===== src/rtl/axis_upsizer_pkg.sv =====
// axis_pkg: shared constants and helpers for the AXIS upsizer slice.
package axis_pkg;
  localparam int PKT_CNT_W = 32;
  function automatic int clog2(input int v);
    for (int r = 0; r < 32; r++) if ((1 << r) >= v) return r;
    return 32;
  endfunction
endpackage


===== src/rtl/axis_upsizer_if.sv =====
// axis_upsizer_if: narrow slave stream plus wide master stream of the upsizer.
interface axis_upsizer_if #(parameter int DATA_WIDTH = 32, parameter int RATIO = 4);
  logic [DATA_WIDTH-1:0] s_axis_tdata;
  logic s_axis_tvalid;
  logic s_axis_tready;
  logic s_axis_tlast;
  logic [DATA_WIDTH*RATIO-1:0] m_axis_tdata;
  logic [RATIO-1:0] m_axis_tkeep;
  logic m_axis_tvalid;
  logic m_axis_tready;
  logic m_axis_tlast;
  // slave: the upsizer itself; master: the environment driving it
  modport slave (input s_axis_tdata, s_axis_tvalid, s_axis_tlast, m_axis_tready,
                 output s_axis_tready, m_axis_tdata, m_axis_tkeep, m_axis_tvalid, m_axis_tlast);
  modport master (output s_axis_tdata, s_axis_tvalid, s_axis_tlast, m_axis_tready,
                  input s_axis_tready, m_axis_tdata, m_axis_tkeep, m_axis_tvalid, m_axis_tlast);
endinterface


===== src/rtl/axis_upsizer_out_reg.sv =====
// axis_upsizer_out_reg: registered output stage {tlast, tkeep, tdata} with valid/ready.
module axis_upsizer_out_reg #(parameter int DW = 128, parameter int KW = 4) (
  input  logic          aclk,
  input  logic          aresetn,
  input  logic          load,
  input  logic [DW-1:0] d_data,
  input  logic [KW-1:0] d_keep,
  input  logic          d_last,
  input  logic          q_ready,
  output logic          q_valid,
  output logic [DW-1:0] q_data,
  output logic [KW-1:0] q_keep,
  output logic          q_last,
  output logic          up_ready
);
  assign up_ready = aresetn && (!q_valid || q_ready);
  always_ff @(posedge aclk)
    if (!aresetn) begin
      q_valid <= 1'b0;
      q_keep  <= '0;
      q_last  <= 1'b0;
    end else if (load) begin
      q_valid <= 1'b1;
      q_keep  <= d_keep;
      q_last  <= d_last;
    end else if (q_ready) q_valid <= 1'b0;
  // data is not reset; it is only meaningful while q_valid is high
  always_ff @(posedge aclk) if (load) q_data <= d_data;
endmodule


===== src/rtl/axis_upsizer.sv =====
// axis_upsizer: packs RATIO narrow AXIS beats into one wide beat, tlast flushes a partial word.
// Define AXIS_UPSIZER_PKT_CNT_EN to add the 32-bit pkt_count output.
module axis_upsizer
  import axis_pkg::*;
#(
  parameter int DATA_WIDTH = 32,
  parameter int RATIO      = 4
) (
  input logic aclk,
  input logic aresetn,
  axis_upsizer_if.slave bus
`ifdef AXIS_UPSIZER_PKT_CNT_EN
  , output logic [PKT_CNT_W-1:0] pkt_count
`endif
);
  localparam int IW = clog2(RATIO);
  localparam int WW = DATA_WIDTH * RATIO;
  logic [IW-1:0] idx;
  logic [RATIO-2:0] acc_keep;
  logic [DATA_WIDTH-1:0] acc [RATIO-1];
  logic in_fire;
  logic complete;
  logic [WW-1:0] wide_data;
  logic [RATIO-1:0] wide_keep;
  assign in_fire  = bus.s_axis_tvalid && bus.s_axis_tready;
  assign complete = in_fire && (idx == IW'(RATIO - 1) || bus.s_axis_tlast);
  // lanes below idx come from acc, lane idx is the live beat, lanes above are zero
  for (genvar k = 0; k < RATIO; k++) begin : g_lane
    if (k < RATIO - 1) begin : g_acc
      assign wide_data[k*DATA_WIDTH +: DATA_WIDTH] = IW'(k) < idx ? acc[k] :
                                                     IW'(k) == idx ? bus.s_axis_tdata : '0;
      assign wide_keep[k] = IW'(k) < idx ? acc_keep[k] : IW'(k) == idx;
    end else begin : g_top
      assign wide_data[k*DATA_WIDTH +: DATA_WIDTH] = IW'(k) == idx ? bus.s_axis_tdata : '0;
      assign wide_keep[k] = IW'(k) == idx;
    end
  end
  always_ff @(posedge aclk)
    if (!aresetn) begin
      idx      <= '0;
      acc_keep <= '0;
    end else if (complete) begin
      idx      <= '0;
      acc_keep <= '0;
    end else if (in_fire) begin
      idx <= idx + 1'b1;
      for (int k = 0; k < RATIO - 1; k++) if (IW'(k) == idx) acc_keep[k] <= 1'b1;
    end
  always_ff @(posedge aclk)
    if (in_fire && !complete)
      for (int k = 0; k < RATIO - 1; k++) if (IW'(k) == idx) acc[k] <= bus.s_axis_tdata;
  axis_upsizer_out_reg #(.DW(WW), .KW(RATIO)) u_out (
    .aclk     (aclk),
    .aresetn  (aresetn),
    .load     (complete),
    .d_data   (wide_data),
    .d_keep   (wide_keep),
    .d_last   (bus.s_axis_tlast),
    .q_ready  (bus.m_axis_tready),
    .q_valid  (bus.m_axis_tvalid),
    .q_data   (bus.m_axis_tdata),
    .q_keep   (bus.m_axis_tkeep),
    .q_last   (bus.m_axis_tlast),
    .up_ready (bus.s_axis_tready)
  );
`ifdef AXIS_UPSIZER_PKT_CNT_EN
  always_ff @(posedge aclk)
    if (!aresetn) pkt_count <= '0;
    else if (bus.m_axis_tvalid && bus.m_axis_tready && bus.m_axis_tlast) pkt_count <= pkt_count + 1'b1;
`endif
endmodule


===== src/flat_wrapper.sv =====
// flat-port wrapper written by rule: the top's interface ports become plain ports
module axis_upsizer_flat import axis_pkg::*;
#(
  parameter int DATA_WIDTH = 32,
  parameter int RATIO      = 4
)
  (aclk, aresetn, bus_s_axis_tdata, bus_s_axis_tvalid, bus_s_axis_tlast, bus_m_axis_tready, bus_s_axis_tready, bus_m_axis_tdata, bus_m_axis_tkeep, bus_m_axis_tvalid, bus_m_axis_tlast);
  axis_upsizer_if #(.DATA_WIDTH(DATA_WIDTH), .RATIO(RATIO)) bus_i ();
  input logic aclk;
  input logic aresetn;
  input wire logic [$bits(bus_i.s_axis_tdata)-1:0] bus_s_axis_tdata;
  input wire logic [$bits(bus_i.s_axis_tvalid)-1:0] bus_s_axis_tvalid;
  input wire logic [$bits(bus_i.s_axis_tlast)-1:0] bus_s_axis_tlast;
  input wire logic [$bits(bus_i.m_axis_tready)-1:0] bus_m_axis_tready;
  output wire logic [$bits(bus_i.s_axis_tready)-1:0] bus_s_axis_tready;
  output wire logic [$bits(bus_i.m_axis_tdata)-1:0] bus_m_axis_tdata;
  output wire logic [$bits(bus_i.m_axis_tkeep)-1:0] bus_m_axis_tkeep;
  output wire logic [$bits(bus_i.m_axis_tvalid)-1:0] bus_m_axis_tvalid;
  output wire logic [$bits(bus_i.m_axis_tlast)-1:0] bus_m_axis_tlast;
  assign bus_i.s_axis_tdata = bus_s_axis_tdata;
  assign bus_i.s_axis_tvalid = bus_s_axis_tvalid;
  assign bus_i.s_axis_tlast = bus_s_axis_tlast;
  assign bus_i.m_axis_tready = bus_m_axis_tready;
  assign bus_s_axis_tready = bus_i.s_axis_tready;
  assign bus_m_axis_tdata = bus_i.m_axis_tdata;
  assign bus_m_axis_tkeep = bus_i.m_axis_tkeep;
  assign bus_m_axis_tvalid = bus_i.m_axis_tvalid;
  assign bus_m_axis_tlast = bus_i.m_axis_tlast;
  axis_upsizer #(.DATA_WIDTH(DATA_WIDTH), .RATIO(RATIO)) u_core (.aclk(aclk), .aresetn(aresetn), .bus(bus_i));
endmodule

===== config.mk =====
export PLATFORM = sky130hd
export DESIGN_NAME = axis_upsizer_flat
export DESIGN_NICKNAME = d
export VERILOG_FILES = /design/src/rtl/axis_upsizer_pkg.sv /design/src/rtl/axis_upsizer_if.sv /design/src/rtl/axis_upsizer_out_reg.sv /design/src/rtl/axis_upsizer.sv /design/src/flat_wrapper.sv
export SDC_FILE = /design/constraint.sdc
export NUM_CORES = 1
export LEC_CHECK = 0
export BUFFER_PORTS_ARGS = -buffer_cell sky130_fd_sc_hd__buf_4
export CORE_ASPECT_RATIO = 0.7
export CORE_UTILIZATION = 50
export DETAILED_ROUTE_END_ITERATION = 8
export GPL_ROUTABILITY_DRIVEN = 0
export PLACE_DENSITY = 0.78
export SETUP_SLACK_MARGIN = 0.2
export SYNTH_ARGS = -nofsm -noshare
export SYNTH_HDL_FRONTEND = slang
export SYNTH_SLANG_ARGS = --single-unit

===== constraint.sdc =====
create_clock -name aclk -period 5.05 [get_ports aclk]
set_clock_uncertainty 0.15 [all_clocks]
set_input_delay 0.7575 -clock aclk [delete_from_list [all_inputs] [get_ports aclk]]
set_output_delay 0.7575 -clock aclk [all_outputs]
set_load 0.02 [all_outputs]

== Yosys cells after proc, flatten, opt, wreduce, memory -nomap -nowiden ==
Memory sizes are Yosys's and may differ from the RTL's.
Index checks and enable logic that the tools add are counted.
Storage, ports and cells
  register bits: 139
  bits in latches: 0
  RAM bits: 96
  bits in read-only memories: 0
  input bits: 37
  logic and storage cells: 61
  memories kept: 1
Operators by class
  add/subtract/negate cells: 1
  $mul: 0
  div/mod/pow operators: 0
  magnitude comparators: 3
  equal/unequal tests: 4
  shifts and indexed selects: 0
  multiplexer cells: 26
  bitwise gates (word level): 1
  reductions and logical operators: 16
Memory list
  u_core.acc: depth 3, bits a word 32, rd ports 3, clocked after Yosys merged registers in 0, wr ports 1, line axis_upsizer.sv:20  | logic [DATA_WIDTH-1:0] acc [RATIO-1];
Operator list (number)
  $mux 32: 8
  $reduce_or 32->1: 2
  $mux 1: 16
  $reduce_and 2->1: 3
  $eq 2x2->1 const A: 2
  $logic_and 1x1->1: 4
  $lt 1x2->1 const A: 2
  $mux 2: 2
  $add 2x1->2 const B: 1
  $eq 1x2->1 const A: 1
  $eq 2x2->1 const B: 1
  $logic_not 1->1: 2
  $logic_not 2->1: 1
  $logic_or 1x1->1: 2
  $lt 2x2->1 const A: 1
  $reduce_bool 2->1: 1
  $reduce_or 2->1: 1
  $not 1->1: 1

== Depth between registers and ports, before layout ==
  depth in word-level cells: 12
  gate-level depth with buffers: 7
  gate-level depth less buffers: 4

== Hierarchy ==
From an unflattened synthesis, not the netlist that was laid out.
Second synthesis, totals
  cells, all modules: 503
  area total of the unflattened synthesis: 8879.8 um2
Modules (own cells, without submodules)
  axis_upsizer: times used 1, cells each 355, area each 4803.4 um2, sequential area each 2982.9 um2
  axis_upsizer_out_reg: times used 1, cells each 148, area each 4076.4 um2, sequential area each 3963.8 um2

== Worst setup path after synthesis ==
Ideal clock, no wire load.
  path type: input to register
  start: input aresetn
  end: register u_core.u_out.q_data[0], enable pin
  setup time: 0.481 ns
  data arrival time: 3.827 ns
  required time: 4.419 ns
  setup slack: 0.592 ns
  stages: 4
  path through: buf_2 -> nand2_1 -> or3_4 -> inv_1
On the way
  longest elaborated chain between the ends: 3
Ends and longest elaborated chain
  start: declaration: line flat_wrapper.sv:10  | input logic aresetn;
  $logic_and 1x1->1: line axis_upsizer_out_reg.sv:16  | assign up_ready = aresetn && (!q_valid || q_ready);
  $logic_and 1x1->1: line axis_upsizer.sv:25  | assign in_fire = bus.s_axis_tvalid && bus.s_axis_tready;
  $logic_and 1x1->1: line axis_upsizer.sv:26  | assign complete = in_fire && (idx == IW'(RATIO - 1) || bus.s_axis_tlast);
  via u_core.complete: line axis_upsizer.sv:22  | logic complete;
  end signal: assignment: line axis_upsizer_out_reg.sv:28  | always_ff @(posedge aclk) if (load) q_data <= d_data;
  end: declaration: line axis_upsizer_out_reg.sv:11  | output logic [DW-1:0] q_data,
The timed path passes the listed nets, and every way through them passes these cells.
A chain may end at the register's enable or synchronous reset.

== Worst setup path after layout ==
  start: register u_core.idx[1]
  end: memory u_core.acc[2][27] (netlist: u_core.acc[0][91]), enable pin
On the way
  longest elaborated chain between the ends: 10
  elaborated cells on any way between the ends: 23
Ends and longest elaborated chain
  start: declaration: line axis_upsizer.sv:18  | logic [IW-1:0] idx;
  start signal: assignment: line axis_upsizer.sv:46  | idx <= idx + 1'b1;
  $eq 2x2->1: line axis_upsizer.sv:26
  $logic_or 1x1->1: line axis_upsizer.sv:26
  $logic_and 1x1->1: line axis_upsizer.sv:26
  $logic_not 1->1: line axis_upsizer.sv:50  | if (in_fire && !complete)
  $logic_and 1x1->1: line axis_upsizer.sv:50
  $mux 1: line axis_upsizer.sv:50
  $mux 1 (not written as such): line axis_upsizer.sv:51  | for (int k = 0; k < RATIO - 1; k++) if (IW'(k) == idx) acc[k] <= bus.s_axis_tdata;
  $reduce_or 32->1 (no line)
  $mux 2 (no line) or $mux 1 (tied branches) (2 in a row)
  end: declaration: line axis_upsizer.sv:20
Parallel ways exist; a longest one is shown, timed or not.

==> flow_metrics.env <==
export IMPL_drt_iter0_drc=412
export IMPL_grt_pass1_wl_um=28400
export IMPL_rsz0062_at_grt="false"
export IMPL_grt_pass1_vias=5052
export IMPL_clock_root_buffer="clkbuf_16"
export IMPL_syn_area_sq_mm=0.00877
export IMPL_clock_sinks=235
export IMPL_setup_viol=0
export IMPL_r2r_slack_ns=1.57
export IMPL_slew_viol_final=0
export IMPL_max_freq_mhz=288
export IMPL_antenna_found_initial=0
export IMPL_slew_headroom_pct=18.2
export IMPL_p_leak_nw=3.90
export IMPL_cts_resized=0
export IMPL_end_kind="flop"
export IMPL_rows=40
export IMPL_setup_tns_ns=0
export IMPL_hold_path_class="input port to flop"
export IMPL_period_minus_slack_ns=3.48
export IMPL_detail_route_antenna_nets=0
export IMPL_avgSynthCellArea_sq_um=15.4
export IMPL_die_y_um=113
export IMPL_worstSetupPathType="flop to flop"
export IMPL_critPathLaunchType="flop"
export IMPL_synth_top_family_by_area="simple AND/OR/NAND/NOR gates"
export IMPL_synth_compound_area_share_pct=4.97
export IMPL_area_delta_synth_final_pct=25.3
export IMPL_status="completed"
export IMPL_ys_seq_elements=235
export IMPL_drt_vias_per_instance=5.35
export IMPL_hpwl_um=11500
export IMPL_wl_per_cell_um=19.2
export IMPL_period_share_pct=68.8
export IMPL_n_antenna_cell=0
export IMPL_multi_input_area_sq_mm=0.00167
export IMPL_fill_cells=1194
export IMPL_syn_inst=571
export IMPL_post_cts_setup_buffers=0
export IMPL_async_flop_share_pct=0
export IMPL_seqCellArea_sq_mm=0.00695
export IMPL_fp_dieW_um=160
export IMPL_synth_area_mux_share_pct=4.34
export IMPL_synthAdderAreaFrac_pct=0.571
export IMPL_powerDensity_mw_per_mm2=373
export IMPL_tightest_slew_ns=1.23
export IMPL_synth_simple_area_share_pct=8.96
export IMPL_worst_ep_required_time_ns=5.02
export IMPL_r2r_start="u_core.idx[1]$_SDFFE_PP0N_"
export IMPL_cp_arrival_ns=3.45
export IMPL_numPortBuffers=171
export IMPL_p_seq_share_pct=53.6
export IMPL_clk_latency_ns=0.50
export IMPL_vias=5246
export IMPL_hold_viol=0
export IMPL_ios=172
export IMPL_placed_cell_area_sq_mm=0.0102
export IMPL_die_area_sq_mm=0.0181
export IMPL_power_mw=4.09
export IMPL_cts_hold_fix_buffers=0
export IMPL_start_util_pct=51.1
export IMPL_min_path_cells=1
export IMPL_drc=0
export IMPL_finalWorstSetupSlack_ns=1.57
export IMPL_drive_gt1_share_pct=32.8
export IMPL_grt_use_total_pct=20.6
export IMPL_ys_seq_area_share_pct=79.2
export IMPL_r2r_cells=2
export IMPL_synthXorXnorAreaFrac_pct=0
export IMPL_final_util_pct=64.0
export IMPL_fin_area_sq_mm=0.0110
export IMPL_clkSlewWorstSetupHoldPaths_ns=0.06
export IMPL_numCtsBuffers=22
export IMPL_combPwrFrac_pct=5.3
export IMPL_wirelength_um=18900
export IMPL_nets=776
export IMPL_htreeDepth=1
export IMPL_layout_commonest_cell="edfxtp_1"
export IMPL_ir_worst_vdd_v=0.000213
export IMPL_post_synth_num_cell_types=28
export IMPL_final_cell_mix="edfxtp_1, buf_4, nand2_1"
export IMPL_swShare_pct=19.9
export IMPL_syn_nets=612
export IMPL_place_ws_ns=1.59
export IMPL_grt_overflow=0
export IMPL_power_internal_mw=3.28
export IMPL_cts_buffer_depth=3
export IMPL_grt_max_degree=100
export IMPL_ys_warn_count=0
export IMPL_path_max_fanout=69
export IMPL_core_sq_mm=0.0172
export IMPL_p_clk_share_pct=41.1
export IMPL_synth_edf_count=224
export IMPL_maxCapViolCount=0
export IMPL_min_from="bus_s_axis_tdata[16]"
export IMPL_drt_pass1_iterations=7
export IMPL_synth_ff_type="edfxtp_1"
export IMPL_p_sw_uw=816
export IMPL_startpoint="u_core.idx[1]$_SDFFE_PP0N_"
export IMPL_cts_tree="built"
-- through the flow --
stage	std cells	hold WS, ns
after floorplan	571	0.287
after global placement	942	0.302
after detailed placement	942	0.345
after CTS	981	0.331
after global routing	981	0.327
final	981	0.339
-- power groups by stage --
stage	registers [mW]	clock network, mW	logic [mW]
3_3_place_gp	2.23	0	0.210
3_5_place_dp	2.24	0	0.219
5_1_grt	2.20	1.79	0.233
6_report	2.19	1.68	0.218
4_1_cts	2.19	1.70	0.219
2_1_floorplan	2.27	0	0.0731
-- metal layers --
layer	share of wire [%]	global-route usage (%)
met1	43	29.2
met2	48	33.4
met3	8.2	3.70
met5	0	0
met4	1.6	4.89
-- worst max-delay path: stages, from the launching register on --
cell and delay (ns):
dfxtp_2 1.14, ha_2 0.92, and3_2 0.85
-- sequential cells by signal, summed over array words and instances, names as in the netlist --
register              count
u_core.acc               96
u_core.idx                2
u_core.u_out.q_valid      1
u_core.u_out.q_last       1
u_core.u_out.q_data     128
u_core.u_out.q_keep       4
u_core.acc_keep           3
-- synthesized netlist by cell type, types with 3 or more instances --
library cell / instances / area, sq um
edfxtp_1: 224 / 6730
clkbuf_1: 12 / 45.0
o21ai_1: 4 / 20.0
and3_1: 3 / 18.8
and2_1: 34 / 213
ha_1: 4 / 50.1
mux2_2: 32 / 360
inv_1: 4 / 15.0
dfxtp_1: 11 / 220
buf_2: 14 / 70.1
o211ai_1: 3 / 22.5
nand2_1: 129 / 484
nor2_1: 6 / 22.5
nand3_1: 3 / 15.0
buf_1: 6 / 22.5
o21ai_0: 67 / 335
-- kinds of logic after synthesis --
kind of cell | count (synthesis)
AOI/OAI and AO/OA | 82
and+or+nand+nor | 178
DFF | 235
buffers and inverters | 38
adders and majority gates | 4
muxes | 34
-- area by class of cell --
| type | instances | area share, % |
|---|---|---|
| clock buffers | 33 | 5.77 |
| clock inverters | 6 | 0.934 |
| inverters | 4 | 0.160 |
| multi-input cells | 298 | 15.2 |
| flip-flops and latches | 235 | 63.3 |
| well taps | 231 | 2.63 |
| repair buffers | 174 | 12.0 |
-- worst paths after layout --
kind	end
hold / removal	u_core.acc[0][48]$_DFFE_PP_
setup / recovery	u_core.acc[0][91]$_DFFE_PP_
setup reg to reg	u_core.acc[0][91]$_DFFE_PP_
hold reg to reg	u_core.acc_keep[2]$_SDFFE_PP0P_
Note: power is estimated with default switching activity, not from simulation.
